### config.mk
export PLATFORM = sky130hd
export DESIGN_NAME = uart_tx
export DESIGN_NICKNAME = d
export VERILOG_FILES = /design/src/rtl/uart_pkg.sv /design/src/rtl/uart_tx_serializer.sv /design/src/rtl/uart_tx.sv
export SDC_FILE = /design/constraint.sdc
export NUM_CORES = 1
export LEC_CHECK = 0
export BUFFER_PORTS_ARGS = -buffer_cell sky130_fd_sc_hd__buf_2
export CAP_MARGIN = 40
export CELL_PAD_IN_SITES_DETAIL_PLACEMENT = 0
export CELL_PAD_IN_SITES_GLOBAL_PLACEMENT = 2
export CORE_MARGIN = 2
export CORE_UTILIZATION = 40
export DETAILED_ROUTE_END_ITERATION = 12
export GPL_TIMING_DRIVEN = 0
export PLACE_DENSITY = 0.9
export SYNTH_ARGS = -nofsm -noshare
export SYNTH_HDL_FRONTEND = slang
export SYNTH_HIERARCHICAL = 1
export SYNTH_SLANG_ARGS = --single-unit
### constraint.sdc
create_clock -name CLK -period 8.3 [get_ports CLK]
set_input_delay 0.83 -clock CLK [delete_from_list [all_inputs] [get_ports CLK]]
set_output_delay 0.83 -clock CLK [all_outputs]
set_load 0.02 [all_outputs]
### src/rtl/uart_pkg.sv
// Shared UART definitions: FSM state encoding, parity selectors and default sizes
// used by both the transmitter and the receiver.
package uart_pkg;

  localparam int DEF_DATA_WIDTH    = 8;
  localparam int DEF_PRESCALE_BITS = 5;
  localparam int DEF_TX_BITS       = 4;

  localparam logic PAR_EVEN = 1'b0;
  localparam logic PAR_ODD  = 1'b1;

  typedef enum logic [2:0] {
    ST_IDLE   = 3'd0,
    ST_START  = 3'd1,
    ST_DATA   = 3'd2,
    ST_PARITY = 3'd3,
    ST_STOP   = 3'd4
  } uart_state_e;

endpackage

### src/rtl/uart_tx_serializer.sv
// Frame datapath for the UART transmitter: latched byte and prescale, per-bit cycle
// counter (edge_cnt) and data-bit index (bit_cnt).
module uart_tx_serializer
  import uart_pkg::*;
#(
  parameter int DATA_WIDTH    = DEF_DATA_WIDTH,
  parameter int PRESCALE_BITS = DEF_PRESCALE_BITS,
  parameter int TX_BITS       = DEF_TX_BITS
) (
  input  logic                     clk,
  input  logic                     rst_n,
  input  logic                     load_i,
  input  logic [DATA_WIDTH-1:0]    data_i,
  input  logic [PRESCALE_BITS-1:0] prescale_i,
  input  logic                     count_en_i,
  input  logic                     shift_en_i,
  output logic                     bit_done_o,
  output logic                     data_done_o,
  output logic                     next_bit_o,
  output logic [DATA_WIDTH-1:0]    data_o
);

  logic [DATA_WIDTH-1:0]    data_q,     data_d;
  logic [PRESCALE_BITS-1:0] presc_q,    presc_d;
  logic [PRESCALE_BITS-1:0] edge_cnt_q, edge_cnt_d;
  logic [TX_BITS-1:0]       bit_cnt_q,  bit_cnt_d;
  logic [DATA_WIDTH-1:0]    data_sh;
  logic                     last_bit;

  assign bit_done_o  = (edge_cnt_q == presc_q - PRESCALE_BITS'(1));
  assign last_bit    = (bit_cnt_q == TX_BITS'(DATA_WIDTH - 1));
  assign data_done_o = bit_done_o && last_bit;
  assign data_o      = data_q;

  // Bit that will be on the line after this edge, so the top can register TX_OUT.
  assign data_sh    = data_q >> bit_cnt_d;
  assign next_bit_o = data_sh[0];

  // NOTE: every always_comb output gets a default first, otherwise untaken branches infer latches.
  always_comb begin
    data_d     = data_q;
    presc_d    = presc_q;
    edge_cnt_d = edge_cnt_q;
    bit_cnt_d  = bit_cnt_q;
    if (load_i) begin
      data_d     = data_i;
      presc_d    = (prescale_i == '0) ? PRESCALE_BITS'(1) : prescale_i;
      edge_cnt_d = '0;
      bit_cnt_d  = '0;
    end else if (count_en_i) begin
      edge_cnt_d = bit_done_o ? '0 : edge_cnt_q + PRESCALE_BITS'(1);
      if (shift_en_i && bit_done_o) begin
        bit_cnt_d = last_bit ? '0 : bit_cnt_q + TX_BITS'(1);
      end
    end
  end

  // NOTE: state registers use non-blocking assignments so all flops update from pre-edge values.
  always_ff @(posedge clk or negedge rst_n) begin
    if (!rst_n) begin
      data_q     <= '0;
      presc_q    <= '0;
      edge_cnt_q <= '0;
      bit_cnt_q  <= '0;
    end else begin
      data_q     <= data_d;
      presc_q    <= presc_d;
      edge_cnt_q <= edge_cnt_d;
      bit_cnt_q  <= bit_cnt_d;
    end
  end

endmodule

### src/rtl/uart_tx.sv
// UART transmitter: start bit, DATA_WIDTH data bits LSB first, optional parity, one stop
// bit, each held Prescale clock cycles. TX_OUT and Busy are registered.
module uart_tx
  import uart_pkg::*;
#(
  parameter int DATA_WIDTH    = DEF_DATA_WIDTH,
  parameter int PRESCALE_BITS = DEF_PRESCALE_BITS,
  parameter int TX_BITS       = DEF_TX_BITS
) (
  input  logic                     CLK,
  input  logic                     RST,
  input  logic [DATA_WIDTH-1:0]    P_DATA,
  input  logic                     Data_Valid,
  input  logic                     PAR_EN,
  input  logic                     PAR_TYP,
  input  logic [PRESCALE_BITS-1:0] Prescale,
  output logic                     TX_OUT,
  output logic                     Busy
);

  uart_state_e           state_q, state_d;
  logic                  tx_q, tx_d;
  logic                  busy_q, busy_d;
  logic                  par_en_q, par_en_d;
  logic                  par_typ_q, par_typ_d;
  logic                  load, count_en, shift_en;
  logic                  bit_done, data_done, next_bit, parity_bit;
  logic [DATA_WIDTH-1:0] data;

  uart_tx_serializer #(
    .DATA_WIDTH   (DATA_WIDTH),
    .PRESCALE_BITS(PRESCALE_BITS),
    .TX_BITS      (TX_BITS)
  ) u_serializer (
    .clk        (CLK),
    .rst_n      (RST),
    .load_i     (load),
    .data_i     (P_DATA),
    .prescale_i (Prescale),
    .count_en_i (count_en),
    .shift_en_i (shift_en),
    .bit_done_o (bit_done),
    .data_done_o(data_done),
    .next_bit_o (next_bit),
    .data_o     (data)
  );

  assign parity_bit = (par_typ_q == PAR_ODD) ? ~^data : ^data;

  always_comb begin
    state_d   = state_q;
    par_en_d  = par_en_q;
    par_typ_d = par_typ_q;
    load      = 1'b0;
    count_en  = (state_q != ST_IDLE);
    shift_en  = (state_q == ST_DATA);
    case (state_q)
      ST_IDLE: begin
        if (Data_Valid) begin
          load      = 1'b1;
          par_en_d  = PAR_EN;
          par_typ_d = PAR_TYP;
          state_d   = ST_START;
        end
      end
      ST_START:  if (bit_done)  state_d = ST_DATA;
      ST_DATA:   if (data_done) state_d = par_en_q ? ST_PARITY : ST_STOP;
      ST_PARITY: if (bit_done)  state_d = ST_STOP;
      ST_STOP:   if (bit_done)  state_d = ST_IDLE;
      default:                  state_d = ST_IDLE;
    endcase
  end

  // Outputs are decoded from the next state so they change on the same edge as the FSM.
  always_comb begin
    busy_d = (state_d != ST_IDLE);
    case (state_d)
      ST_START:  tx_d = 1'b0;
      ST_DATA:   tx_d = next_bit;
      ST_PARITY: tx_d = parity_bit;
      default:   tx_d = 1'b1;
    endcase
  end

  always_ff @(posedge CLK or negedge RST) begin
    if (!RST) begin
      state_q   <= ST_IDLE;
      tx_q      <= 1'b1;
      busy_q    <= 1'b0;
      par_en_q  <= 1'b0;
      par_typ_q <= 1'b0;
    end else begin
      state_q   <= state_d;
      tx_q      <= tx_d;
      busy_q    <= busy_d;
      par_en_q  <= par_en_d;
      par_typ_q <= par_typ_d;
    end
  end

  assign TX_OUT = tx_q;
  assign Busy   = busy_q;

endmodule

==> summary.txt <==
Timing
  • Tmin final: 2.98 ns
  • Final Hold Fails: 0
  • Clk_skew: around 0.0053 ns
  • Final slew viol count: 0
  • Setup TNS: 0 ns
  • Final period utilization: a little over a third
  • Worst relative slew slack: 55.6%
  • # setup viols final: 0
  • Slew @ Worst Pin: around 0.67 ns
  • FMAX: 0.335 GHz
  • RSZ-0062 raised after global routing: false

Logic synthesis
  • Number of synthesized flops with an enable pin: 0
  • Syn Std Cell Area: 1700 um^2
  • Post-synth ARST share: 100%
  • Syn avg cell area: 10.7 um^2
  • Distinct cells, synth: 50
  • Dominant synthesized flop cell: dfrtp_1
  • Yosys reg bits: 29
  • Cells after synthesis: approximately 160
  • Synth Warn #: 6
  • Sequential fraction of the synthesis area: 42.9%
  • Syn nets: 180

Finish
  • Antenna cells: 0
  • Final nets: between 200 and 250
  • Area grow syn2layout: 14.4%
  • Layout cells sized above 1: 26.5%
  • Commonest non-fill, non-tap cell in the layout: dfrtp_1
  • Most frequent cells in the layout: dfrtp_1, buf_2, nor2_1, nand2_1, o21ai_0
  • FILL cells: 414

Min path
  • Hold Path Depth: 1
  • Hold_sp: u_serializer/edge_cnt_q[4]
  • Worst Hold Class: reg -> reg
  • Hold Path End: u_serializer/edge_cnt_q[4]

Floorplanning
  • Die Ht: 69.1 um
  • Chip width: about 69 um
  • Core region area: 4030 um^2
  • Ports: 20
  • Die area: 4780 um^2
  • Initial Util: 42.1%
  • Row cnt: 23

Clock network
  • CTS tree: yes
  • Setup Fix Bufs, Post-CTS: 0
  • CTS sink count: 29
  • Clk Latency, worst-skew pair: 0.27 ns
  • H-tree depth: 2
  • CTS resizes: 0
  • CTS buffer count: 5
  • Post-CTS Hold Buffers: 0
  • Clock transition at the registers of the reported paths: roughly 0.060 ns
  • Worst-case clock buffer depth: 2
  • Clock root buffer: clkbuf_8

Routing
  • 1st-iter DRT viols: 28
  • Routed vias/inst: 5.20
  • Via count: ~1,200
  • Antenna-violating nets left: 0
  • Drt pass-1 iters: 4
  • Wire per inst: between 10 and 15 um
  • DRC: 0
  • WL final: 3160 um

Critical path
  • Reg2reg path depth: 9
  • Crit path launch type: flop
  • Critical R2R Launch: state_q[0]
  • R2r setup slk: 5.32 ns
  • Worst-path fanout max: 10
  • Setup CP Type: reg -> reg
  • Crit end category: flop
  • Required @ worst endpoint: 8.48 ns
  • Worst EP arrival: 3.16 ns
  • RR Endpoint: TX_OUT

Place
  • RePlAce Congestion: 0.696
  • Port Buf Inserts: 19
  • Detailed placer's ending HPWL: 2420 um

Power and ir drop
  • Overall power: 0.748 mW
  • Comb power frac: between 40 and 50%
  • Clock power share: 15.3%
  • Pwr dens: a little under 400 nW/um^2
  • LEAKAGE: 0.876 nW
  • Reg power frac: a little over a third
  • Switching Share: around two fifths
  • Switch Pwr: 0.292 mW
  • Pint: 0.456 mW
  • Peak supply drop: 0.000193 V

Global routing
  • Grt ovf: 0
  • Largest net degree at the start of global routing: 30
  • Total GRT Usage: between 10% and 20%
  • Vias in the first global route: approximately 1,300
  • First-pass GRT wire length: 5690 um
  • Initial antenna violation count: 0

Flow run
  • Max Cap Viol: 0

Run status
  • Status: complete, no violations
[area by class of cell]
class	instances	area, um^2	share of cell area [%]
plain buffers	3	11.3	0.581
clock buffers	7	86.3	4.45
inverters	8	30.0	1.55
multi-input cells	119	927	47.8
flip-flops and latches	29	727	37.5
well taps	50	62.6	3.23
repair buffers	19	95.1	4.90
[through the flow]
stage	std cells	area [um^2]	setup WS (ns)	utilization, %	hold slack, ns
2_1_floorplan	159	1700	5.67	-	0.466
3_3_place_gp	228	1850	5.33	46.0	0.488
3_5_place_dp	228	1850	5.34	46.0	0.497
4_1_cts	235	1940	5.30	48.1	0.509
5_1_grt	235	1940	5.09	48.1	0.527
6_report	235	1940	5.32	48.1	0.508
[layer usage]
metal	global-route usage [%]	vias up	wire length, um
met5	0	-	0
met4	4.58	0	34
met3	4.82	4	130
met2	24.6	23	1480
met1	18.0	582	1520
li1	-	613	-
[power by group through the flow]
stage | sequential (mW) | clock (mW) | combinational [mW]
2_1_floorplan | 0.260 | 0 | 0.302
3_3_place_gp | 0.268 | 0 | 0.357
3_5_place_dp | 0.272 | 0 | 0.367
4_1_cts | 0.270 | 0.118 | 0.371
5_1_grt | 0.279 | 0.126 | 0.413
6_report | 0.269 | 0.114 | 0.364
[critical path, stage by stage, from the launching register on]
cell and delay [ns]:
dfrtp_1 0.48, or3_1 0.49, nor2_2 0.20, clkbuf_1 0.38, clkbuf_1 0.47, nor2_1 0.12
a31o_1 0.22, a211oi_2 0.23, nor4b_1 0.09, a2111oi_2 0.20
[kinds of logic (layout without fill, tap and decap cells)]
kind of cell	count (synthesis)	after routing	synth area share (%)
buffers and inverters	11	37	2.44
XOR/XNOR	13	13	7.53
AND/OR/NAND/NOR	57	57	19.9
AO/OA/AOI/OAI	33	33	16.6
multiplexers	13	13	8.41
adder cells (fa/ha/maj)	3	3	2.21
flip-flops	29	29	42.9
[cells in the mapped netlist (3+ instances only)]
cell type,n,share of area (%)
dfrtp_1,28,41
nand2_1,11,2.4
nor2_1,11,2.4
o21ai_0,11,3.2
inv_1,8,1.8
mux2_2,8,5.3
xnor2_1,6,3.1
xor2_1,6,3.1
nand2b_1,5,1.8
nand3_1,4,1.2
nor2b_1,4,1.5
nor3_1,4,1.2
clkbuf_1,3,0.66
ha_1,3,2.2
mux2i_1,3,1.8
[state kept, by name, indices dropped and copies added (netlist names), 3 cells and up]
register,cells
state_q,3
u_serializer/presc_q,5
u_serializer/edge_cnt_q,5
u_serializer/data_o,8
u_serializer/bit_cnt_q,4
[how the worst max path moves through the flow]
stage	from	endpoint	slack [ns]	depth (start not counted)
finish	state_q[0]	TX_OUT	5.32	9
global route	state_q[0]	TX_OUT	5.09	9
CTS	state_q[0]	TX_OUT	5.30	9
detailed placement	Data_Valid	TX_OUT	5.34	10
global placement	Data_Valid	TX_OUT	5.33	10
floorplan	u_serializer/presc_q[0]	TX_OUT	5.67	12
Note: power is estimated with default switching activity, not from simulation.
